**src/rtl/seg7_scan_driver.sv**
```systemverilog
// Time-multiplexed multi-digit 7-segment driver: shadowed BCD value, programmable
// scan rate, per-digit decimal point, leading-zero suppression and global blanking.
module seg7_scan_driver #(
  parameter int unsigned DIGITS = 4,
  parameter int unsigned DIV    = 50000
) (
  input  logic                  clk,
  input  logic                  rst_n,
  input  logic                  load,
  input  logic [4*DIGITS-1:0]   bcd_in,
  input  logic [DIGITS-1:0]     dp_in,
  input  logic                  lz_en,
  input  logic                  blank,
  output logic [6:0]            seg,
  output logic                  dp,
  output logic [DIGITS-1:0]     an,
  output logic                  frame
);

  localparam int unsigned CNT_W = (DIV > 1) ? $clog2(DIV) : 1;
  localparam int unsigned IDX_W = (DIGITS > 1) ? $clog2(DIGITS) : 1;
  localparam logic [CNT_W-1:0] CNT_MAX = CNT_W'(DIV - 1);
  localparam logic [IDX_W-1:0] IDX_MAX = IDX_W'(DIGITS - 1);

  logic [CNT_W-1:0]    cnt_q, cnt_d;
  logic [IDX_W-1:0]    idx_q, idx_d;
  logic                wrap_q, wrap_d;
  logic [4*DIGITS-1:0] shadow_bcd_q, shadow_bcd_d;
  logic [DIGITS-1:0]   shadow_dp_q, shadow_dp_d;
  logic [6:0]          seg_q, seg_d;
  logic                dp_q, dp_d;
  logic [DIGITS-1:0]   an_q, an_d;
  logic                frame_q, frame_d;

  logic                advance;
  logic [3:0]          nib;
  logic                dp_sel;
  logic                sup_sel;
  logic                all_zero;

  // BCD nibble to {a,b,c,d,e,f,g}; non-decimal codes render dark
  function automatic logic [6:0] decode(input logic [3:0] n);
    logic [6:0] s;
    case (n)
      4'd0:    s = 7'b1111110;
      4'd1:    s = 7'b0110000;
      4'd2:    s = 7'b1101101;
      4'd3:    s = 7'b1111001;
      4'd4:    s = 7'b0110011;
      4'd5:    s = 7'b1011011;
      4'd6:    s = 7'b1011111;
      4'd7:    s = 7'b1110000;
      4'd8:    s = 7'b1111111;
      4'd9:    s = 7'b1111011;
      default: s = 7'b0000000;
    endcase
    return s;
  endfunction

  always_comb begin
    cnt_d        = cnt_q;
    idx_d        = idx_q;
    wrap_d       = 1'b0;
    shadow_bcd_d = shadow_bcd_q;
    shadow_dp_d  = shadow_dp_q;
    seg_d        = 7'b0000000;
    dp_d         = 1'b0;
    an_d         = '0;
    frame_d      = wrap_q;
    nib          = 4'd0;
    dp_sel       = 1'b0;
    sup_sel      = 1'b0;
    all_zero     = 1'b1;

    advance = (cnt_q == CNT_MAX);
    cnt_d   = advance ? '0 : cnt_q + CNT_W'(1);
    if (advance) begin
      idx_d  = (idx_q == IDX_MAX) ? '0 : idx_q + IDX_W'(1);
      wrap_d = (idx_q == IDX_MAX);
    end

    if (load) begin
      shadow_bcd_d = bcd_in;
      shadow_dp_d  = dp_in;
    end

    // Walk from the top digit down so all_zero covers nibbles k..DIGITS-1
    for (int k = DIGITS - 1; k >= 0; k--) begin
      all_zero = all_zero && (shadow_bcd_q[4*k +: 4] == 4'd0);
      if (idx_q == IDX_W'(k)) begin
        nib     = shadow_bcd_q[4*k +: 4];
        dp_sel  = shadow_dp_q[k];
        sup_sel = lz_en && all_zero && (k != 0);
      end
    end

    if (!blank) begin
      seg_d = sup_sel ? 7'b0000000 : decode(nib);
      dp_d  = dp_sel;
      an_d  = DIGITS'(1) << idx_q;
    end
  end

  always_ff @(posedge clk) begin
    if (!rst_n) begin
      cnt_q        <= '0;
      idx_q        <= '0;
      wrap_q       <= 1'b0;
      shadow_bcd_q <= '0;
      shadow_dp_q  <= '0;
      seg_q        <= 7'b0000000;
      dp_q         <= 1'b0;
      an_q         <= '0;
      frame_q      <= 1'b0;
    end else begin
      cnt_q        <= cnt_d;
      idx_q        <= idx_d;
      wrap_q       <= wrap_d;
      shadow_bcd_q <= shadow_bcd_d;
      shadow_dp_q  <= shadow_dp_d;
      seg_q        <= seg_d;
      dp_q         <= dp_d;
      an_q         <= an_d;
      frame_q      <= frame_d;
    end
  end

  assign seg   = seg_q;
  assign dp    = dp_q;
  assign an    = an_q;
  assign frame = frame_q;

endmodule

```
**config.mk**
```make
export PLATFORM = sky130hd
export DESIGN_NAME = seg7_scan_driver
export DESIGN_NICKNAME = d
export VERILOG_FILES = /design/src/rtl/seg7_scan_driver.sv
export SDC_FILE = /design/constraint.sdc
export NUM_CORES = 1
export LEC_CHECK = 0
export BUFFER_PORTS_ARGS = -buffer_cell sky130_fd_sc_hd__buf_2
export CORE_MARGIN = 3
export CORE_UTILIZATION = 59
export DETAILED_ROUTE_END_ITERATION = 10
export PLACE_DENSITY = 0.83
export RECOVER_POWER = 50
export SLEW_MARGIN = 20
export SYNTH_ARGS = -nofsm -noshare
export SYNTH_HDL_FRONTEND = slang
export SYNTH_SLANG_ARGS = --single-unit
export TNS_END_PERCENT = 10
```
**constraint.sdc**
```tcl
create_clock -name clk -period 4.92 [get_ports clk]
set_input_delay 0.492 -clock clk [delete_from_list [all_inputs] [get_ports clk]]
set_output_delay 0.492 -clock clk [all_outputs]
set_load 0.02 [all_outputs]
```
==> flow_summary.yaml, run 1 <==
placement:
  dp_slack_ns: 2.567
  io_buffer_count: 37
  hpwlAfterDp_um: 3085
  gp_congestion: 0.8849
die:
  die_w_um: 68.40
  start_util_pct: 61.82
  die_h_um: 68.40
  ioPinCount: 38
  dieArea_um2: 4679
  std_cell_rows: 22
  coreArea_um2: 3716
logic_synthesis:
  yosysTopAreaCellShare_pct: 45.32
  synthTopCellsByArea: "dfxtp_1, mux2i_1, nor2_1"
  yosysTopAreaCell: "dfxtp_1"
  synth_area_um2: 2297
  ys_top_cells_by_count: "dfxtp_1, nor2_1, mux2i_1"
  postSynthAreaPerCell_um2: 9.300
  ys_warn_count: 0
  synth_ff_type: "dfxtp_1"
  ys_seq_area_share_pct: 45.32
  async_flop_share_pct: 0
  ys_seq_elements: 52
  syn_nets: 280
  synth-edff-count: 0
  ys_types: 44
  synthCells: 247
  synth_most_common_cell: "dfxtp_1"
cts:
  cts_inserted_buffers: 5
  cts_buffer_depth: 2
  path_clk_slew_ns: 0.09
  hold_buffers: 0
  insertion_delay_ns: 0.30
  cts-resized-gates: 0
  postCtsSetupBuffers: 0
  cts-root-buf: "clkbuf_8"
  htree_levels: 2
  cts_tree: "yes"
  cts_num_sinks: 52
route:
  vias_per_cell: 5.492
  dr.pass1.iters: 4
  vias: 1818
  drc: 0
  antenna_left: 0
  routed_wl_um: 4436
  wl_per_cell_um: 13.40
  drt_iter0_markers: 139
grt:
  track_usage_pct: 21.11
  antenna_found_initial: 0
  met1_usage_pct: 28.41
  grt_max_degree: 24
  grt.busiest_layer: "met2"
  grt_pass1_wl_um: 7348
  use_met2_pct: 32.06
  grt_pass1_vias: 1626
  grt_overflow: 0
  global_route.usage.met3_pct: 5.747
layout:
  drive_gt1_share_pct: 13.78
  register_area_um2: 1041
  diodes: 0
  nets: 315
  syn2layout_area_growth_pct: 12.36
  multi_input_comb_area_um2: 1171
  nFillCells: 284
  utilization_pct: 69.46
setup_path:
  cp_slowest_cell: "dfxtp_1"
  crit_chain: "inv_1 > ha_1 > a211oi_1 > a211o_1 > clkinv_2 > ha_1 > or3_1 > o22ai_1"
  worst_ep_arrival_time_ns: 2.66
  crit_type: "flip-flop to flip-flop"
  cp_common_cell: "ha_1"
  crit_required_ns: 5.15
  slowest_delay_ns: 0.43
  endpoint_kind: "flip-flop"
  worstPathMaxFanout: 11
  r2r_cells: 8
  startpoint_type: "flip-flop"
power:
  p_total_uw: 799.4
  ir_drop_uv: 216.8
  p_per_area_nw_per_um2: 309.7
  power.leakage_nw: 1.114
timing:
  rsz0062_at_grt: "false"
  finalClockSkew_ns: 0.002943
  finalCriticalPeriod_ns: 2.423
  slew_viol_final: 0
  tns_ns: 0
  period_share_pct: 49.26
  clock.fmax_ghz: 0.4126
  hold_viol: 0
  worst_pin_slew_ns: 1.379
  slew_headroom_pct: 8.062
  setup_slack_ns: 2.497
  setup_viol: 0
hold_path:
  hold-path-cell-count: 3
  min_path_type: "primary input to flip-flop"
job:
  cap_violations: 0
status:
  outcome: "finished clean"
per-layer routing:
metal | vias up | part of all wire (%)
met3 | 8 | 5.0
li1 | 925 | -
met2 | 44 | 44
met4 | 0 | 1.6
met5 | - | 0
met1 | 841 | 49
layout make-up:
cell class	instances	share of cell area, %
multi-input cells	179	45.37
flip-flops and latches	52	40.33
repair buffers	37	6.738
clock buffers	6	2.811
well taps	48	2.327
clock inverters	2	1.357
inverters	7	1.066
power breakdown:
group / internal [mW] / switching [mW]
Combinational: 0.0301 / 0.0389
Sequential: 0.437 / 0.0113
Clock: 0.151 / 0.131
Total: 0.618 / 0.182
critical path, delay by kind of cell, from the launching register on:
kind | cells | cell delay (ns)
DFF | 1 | 0.43
adders and majority gates | 2 | 0.55
AOI/OAI and AO/OA | 3 | 0.71
and+or+nand+nor | 1 | 0.39
buffers and inverters | 2 | 0.27
worst paths after layout:
kind,startpoint,to,slack (ns)
min reg2reg,frame_d,frame,0.45
min,bcd_in[6],shadow_bcd_q[6],0.42
max,idx_q[0],seg[0],2.50
max reg2reg,idx_q[0],seg[0],2.50
cell usage in the layout (no fill, tap or decap), types with 2 or more instances in the layout:
| cell type | instances |
|---|---|
| and2_1 | 2 |
| a211o_1 | 4 |
| buf_2 | 28 |
| nand2_1 | 14 |
| or3_1 | 2 |
| nor4_1 | 2 |
| xor2_1 | 7 |
| nand3b_1 | 4 |
| o21ai_0 | 7 |
| a21oi_1 | 7 |
| dfxtp_1 | 52 |
| o211ai_1 | 2 |
| nor2b_1 | 2 |
| nor3b_1 | 3 |
| mux2i_1 | 21 |
| clkbuf_8 | 5 |
| o22ai_1 | 2 |
| a211oi_1 | 4 |
| clkinv_2 | 2 |
| nor2_1 | 48 |
| nor3_1 | 4 |
| xnor2_1 | 6 |
| nand4_1 | 4 |
| inv_1 | 6 |
| clkbuf_1 | 10 |
| and3_1 | 4 |
| nor4b_1 | 2 |
| ha_1 | 8 |
| nand3_1 | 5 |
metrics by stage:
| step | cell area, µm² | instances | hold WS (ns) |
|---|---|---|---|
| 2_1_floorplan | 2297 | 247 | 0.4118 |
| 3_3_place_gp | 2485 | 323 | 0.4294 |
| 3_5_place_dp | 2485 | 323 | 0.4288 |
| 4_1_cts | 2592 | 331 | 0.4190 |
| 5_1_grt | 2581 | 331 | 0.4271 |
| 6_report | 2581 | 331 | 0.4248 |
sequential cells by signal, indices dropped and copies added, names as in the netlist:
signal,flops
frame_d,1
shadow_bcd_q,16
cnt_q,16
idx_q,2
frame,1
an,4
shadow_dp_q,4
seg,7
dp,1
kinds of logic after synthesis:
group	synth area share (%)
flip-flops	45.32
XOR/XNOR	4.956
multiplexers	9.150
buffers and inverters	3.703
AND/OR/NAND/NOR	22.60
AO/OA/AOI/OAI	9.912
adder cells (fa/ha/maj)	4.357
Note: power is estimated with default switching activity, not from simulation.
==> run 2: changes to the inputs <==
Settings changed: CORE_UTILIZATION 59 to 50, PLACE_DENSITY 0.83 to 0.75.
Clock period 4.92 ns to 2 ns, I/O delays scaled along.
==> run 2 against run 1 <==
Compared with the run above:
- non-clock buffer count is 18 higher
- power is 140% higher
- maximum frequency is 23% higher
- routed wire length is 16% higher
- global-route usage is 2.0 points lower
- clock skew is 0.011 ns higher
- sequential power is 150% higher
- hold slack worse by 0.30 ns
- critical endpoint is now seg[5]
- largest power group unchanged
==> flow_summary.yaml, run 2 (synthesis results as in run 1) <==
route:
  vias: 1903
  antenna_left: 0
  wl_per_cell_um: 14.53
  vias_per_cell: 5.391
  drt_iter0_markers: 119
  routed_wl_um: 5130
  dr.pass1.iters: 4
  drc: 0
die:
  coreArea_um2: 4384
  die_h_um: 73.78
  start_util_pct: 52.40
  std_cell_rows: 24
  dieArea_um2: 5443
  die_w_um: 73.78
  ioPinCount: 38
setup_path:
  worst_ep_arrival_time_ns: 2.16
  slowest_delay_ns: 0.41
  crit_chain: "inv_6 > ha_4 > a211oi_2 > a211o_1 > clkinv_2 > buf_4 > ha_1 > o21ai_1 > a21oi_1"
  worstPathMaxFanout: 7
  endpoint_kind: "flip-flop"
  startpoint_type: "flip-flop"
  crit_type: "flip-flop to flip-flop"
  crit_required_ns: 2.19
  cp_slowest_cell: "dfxtp_4"
grt:
  grt_pass1_vias: 1738
  grt_overflow: 0
  antenna_found_initial: 0
  track_usage_pct: 19.08
  grt_max_degree: 23
  grt_pass1_wl_um: 8114
timing:
  slew_headroom_pct: 4.124
  slew_viol_final: 0
  setup_slack_ns: 0.02908
  worst_pin_slew_ns: 1.438
  rsz0062_at_grt: "true"
  period_share_pct: 98.55
  finalCriticalPeriod_ns: 1.971
  clock.fmax_ghz: 0.5074
  hold_viol: 0
  finalClockSkew_ns: 0.01442
  setup_viol: 0
  tns_ns: 0
layout:
  layout_commonest_cell: "dfxtp_1"
  nets: 333
  nFillCells: 366
  multi_input_comb_area_um2: 1270
  diodes: 0
  layout_common_cells: "dfxtp_1, nor2_1, buf_2"
  drive_gt1_share_pct: 27.24
  register_area_um2: 1049
  syn2layout_area_growth_pct: 23.31
cts:
  insertion_delay_ns: 0.31
  cts_num_sinks: 52
  cts_buffer_depth: 2
  cts-root-buf: "clkbuf_8"
  cts_inserted_buffers: 5
  cts_tree: "yes"
  hold_buffers: 0
  htree_levels: 2
  path_clk_slew_ns: 0.09
power:
  p_per_area_nw_per_um2: 674.2
  power.leakage_nw: 1.229
  ir_drop_uv: 462.1
placement:
  dp_slack_ns: -0.05361
  hpwlAfterDp_um: 3395
  gp_congestion: 0.8430
  io_buffer_count: 37
hold_path:
  min_path_type: "primary input to flip-flop"
job:
  cap_violations: 0
status:
  outcome: "finished clean"
-- run 2: repair_timing --
| action | 4_1_cts | 5_1_grt |
|---|---|---|
| pin swaps | 0 | 9 |
| resized for setup | 7 | 17 |
| setup buffers | 0 | 4 |
| hold endpoints to repair | 0 | 0 |
| endpoints found under the setup margin | 6 | 7 |
-- run 2: cell type report --
type                            instances  share of cell area, %
Multi-Input combinational cell        179                  44.83
Sequential cell                        52                  37.01
Timing Repair Buffer                   55                  11.31
Clock buffer                            5                  2.429
Tap cell                               52                  2.297
Inverter                                7                  1.148
Clock inverter                          3                 0.9717
-- run 2: final timing paths --
| kind | start | to | slack (ns) | depth (start not counted) |
|---|---|---|---|---|
| worst max-delay path | idx_q[1] | seg[5] | 0.03 | 9 |
| worst min-delay path | bcd_in[0] | shadow_bcd_q[0] | 0.12 | 3 |
| worst max register to register | idx_q[1] | seg[5] | 0.03 | 9 |
| worst min register to register | frame_d | frame | 0.47 | 1 |
-- run 2: metal layers --
layer,track usage (%),up-vias,part of all wire [%]
li1,-,964,-
met1,26.05,873,46
met2,29.13,53,44
met3,4.241,13,5.9
met4,7.445,0,3.1
met5,0,-,0
-- run 2: worst max-delay path, delay by kind of cell, from the launching register on --
| kind | cells | cell delay, ns |
|---|---|---|
| AOI/OAI and AO/OA | 4 | 0.70 |
| adders and majority gates | 2 | 0.46 |
| DFF | 1 | 0.41 |
| buffers and inverters | 3 | 0.29 |
-- run 2: power by group --
group | internal (mW) | leakage [nW] | switching, mW
Sequential | 1.07 | 0.427 | 0.0293
Clock | 0.257 | 0.0463 | 0.365
Combinational | 0.0867 | 0.756 | 0.100
-- run 2: per-stage QoR --
stage	util (%)	hold slack (ns)	area [µm²]	instances	power, mW
2_1_floorplan	-	0.3217	2310	247	1.235
3_3_place_gp	59.47	0.4303	2608	341	1.303
3_5_place_dp	59.47	0.4386	2608	341	1.307
4_1_cts	62.24	0.1226	2729	349	1.920
5_1_grt	64.61	0.1208	2833	353	1.988
6_report	64.61	0.1247	2833	353	1.910
==> run 3: changes to the inputs <==
Settings changed: BUFFER_PORTS_ARGS -buffer_cell sky130_fd_sc_hd__buf_2 to unset, CORE_UTILIZATION 50 to 56, DONT_BUFFER_PORTS set to 1, PLACE_DENSITY 0.75 to 0.74.
==> run 3 against run 2 <==
Compared with the run above:
- critical path depth decreased by 1
- die area decreased by 9.9%
- global-route usage is 0.82 points lower
- sequential power about the same
- clock skew decreased by 0.0096 ns
- via count down 8.5%
==> flow_summary.yaml, run 3 (synthesis results as in run 1) <==
setup_path:
  rrSetupSlack_ns: 0.01
  startpoint_type: "flip-flop"
  worst_ep_arrival_time_ns: 2.21
  rr_startpoint: "idx_q[0]"
  crit_type: "flip-flop to flip-flop"
  endpoint_kind: "flip-flop"
  crit_required_ns: 2.22
  worstPathMaxFanout: 11
  r2r_end: "seg[0]"
  r2r_cells: 8
route:
  vias: 1741
  antenna_left: 0
  vias_per_cell: 5.598
  dr.pass1.iters: 4
  routed_wl_um: 4391
  drc: 0
  drt_iter0_markers: 104
  wl_per_cell_um: 14.12
timing:
  slew_headroom_pct: 79.53
  clock.fmax_ghz: 0.5036
  worst_pin_slew_ns: 0.3039
  finalCriticalPeriod_ns: 1.986
  hold_viol: 0
  slew_viol_final: 0
  period_share_pct: 99.28
  holdWs_ns: 0.02634
  finalClockSkew_ns: 0.004774
  setup_viol: 0
  tns_ns: 0
  rsz0062_at_grt: "true"
  setup_slack_ns: 0.01431
placement:
  place_inst: 302
  gp_congestion: 0.7952
  hpwlAfterDp_um: 3257
  dp_slack_ns: -0.08315
  dpl_cell_area_um2: 2432
  io_buffer_count: 0
hold_path:
  hp-start: "rst_n"
  min_path_type: "primary input to flip-flop"
  hold-path-cell-count: 1
  holdPathEnd: "frame"
layout:
  syn2layout_area_growth_pct: 13.34
  nFillCells: 309
  drive_gt1_share_pct: 16.35
  nets: 295
  utilization_pct: 68.54
  layout_commonest_cell: "dfxtp_1"
  multi_input_comb_area_um2: 1255
  register_area_um2: 1049
  final_area_um2: 2604
  diodes: 0
  layout.cells.non_filler: 311
  layout_common_cells: "dfxtp_1, nor2_1, mux2i_1"
cts:
  cts_inserted_buffers: 5
  cts-root-buf: "clkbuf_8"
  cts_buffer_depth: 2
  htree_levels: 2
  insertion_delay_ns: 0.29
  cts_tree: "yes"
  path_clk_slew_ns: 0.09
  cts_num_sinks: 52
power:
  power.leakage_nw: 1.062
  ir_drop_uv: 573.8
  p_total_mw: 1.809
  p_per_area_nw_per_um2: 694.8
die:
  dieArea_um2: 4907
  start_util_pct: 60.47
  coreArea_um2: 3799
  die_h_um: 70.05
  std_cell_rows: 22
  ioPinCount: 38
  die_w_um: 70.05
job:
  cap_violations: 0
grt:
  track_usage_pct: 18.26
  grt_max_degree: 23
  grt_pass1_wl_um: 7334
  grt_overflow: 0
  antenna_found_initial: 0
  grt_pass1_vias: 1555
status:
  outcome: "finished clean"
[run 3: final cells by class]
cell class	instances	area share, %
Multi-Input combinational cell	179	48.20
Timing Repair Buffer	17	4.805
Tap cell	48	2.307
Clock inverter	1	0.3364
Inverter	7	1.153
Clock buffer	7	2.931
Sequential cell	52	40.27
[run 3: critical path: stages, from the launching register on]
cell and delay [ns]:
dfxtp_4 0.39, inv_2 0.07, ha_4 0.21, nor3b_1 0.25
a211o_1 0.18, clkinv_2 0.09, ha_1 0.20, or3_4 0.39
o22ai_1 0.14
[run 3: how the worst max path moves through the flow]
stage | startpoint | endpoint | slack (ns) | depth (start not counted)
2_1_floorplan | idx_q[0] | seg[0] | 0.02 | 9
3_3_place_gp | idx_q[0] | seg[0] | 0.02 | 8
3_5_place_dp | idx_q[0] | seg[0] | -0.08 | 8
4_1_cts | idx_q[0] | seg[0] | 0.02 | 8
5_1_grt | idx_q[0] | seg[0] | -0.08 | 8
6_report | idx_q[0] | seg[0] | 0.01 | 8
[run 3: metal layers]
layer / part of all wire [%] / wire length (µm) / global-route usage [%]
met1: 51 / 2257 / 27.09
met2: 41 / 1803 / 25.18
met3: 6.7 / 295 / 6.475
met4: 0.77 / 34 / 4.043
met5: 0 / 0 / 0
[run 3: power breakdown]
part	switching [mW]	leakage [nW]	internal (mW)	total [mW]
registers	0.0427	0.427	1.07	1.11
logic	0.0634	0.593	0.0663	0.130
clock network	0.314	0.0424	0.250	0.565
[run 3: timing repair]
item,CTS,global route
endpoints found under the setup margin,4,6
hold buffers,0,0
pin swaps,1,4
gates resized for setup,5,12
buffers inserted,0,1
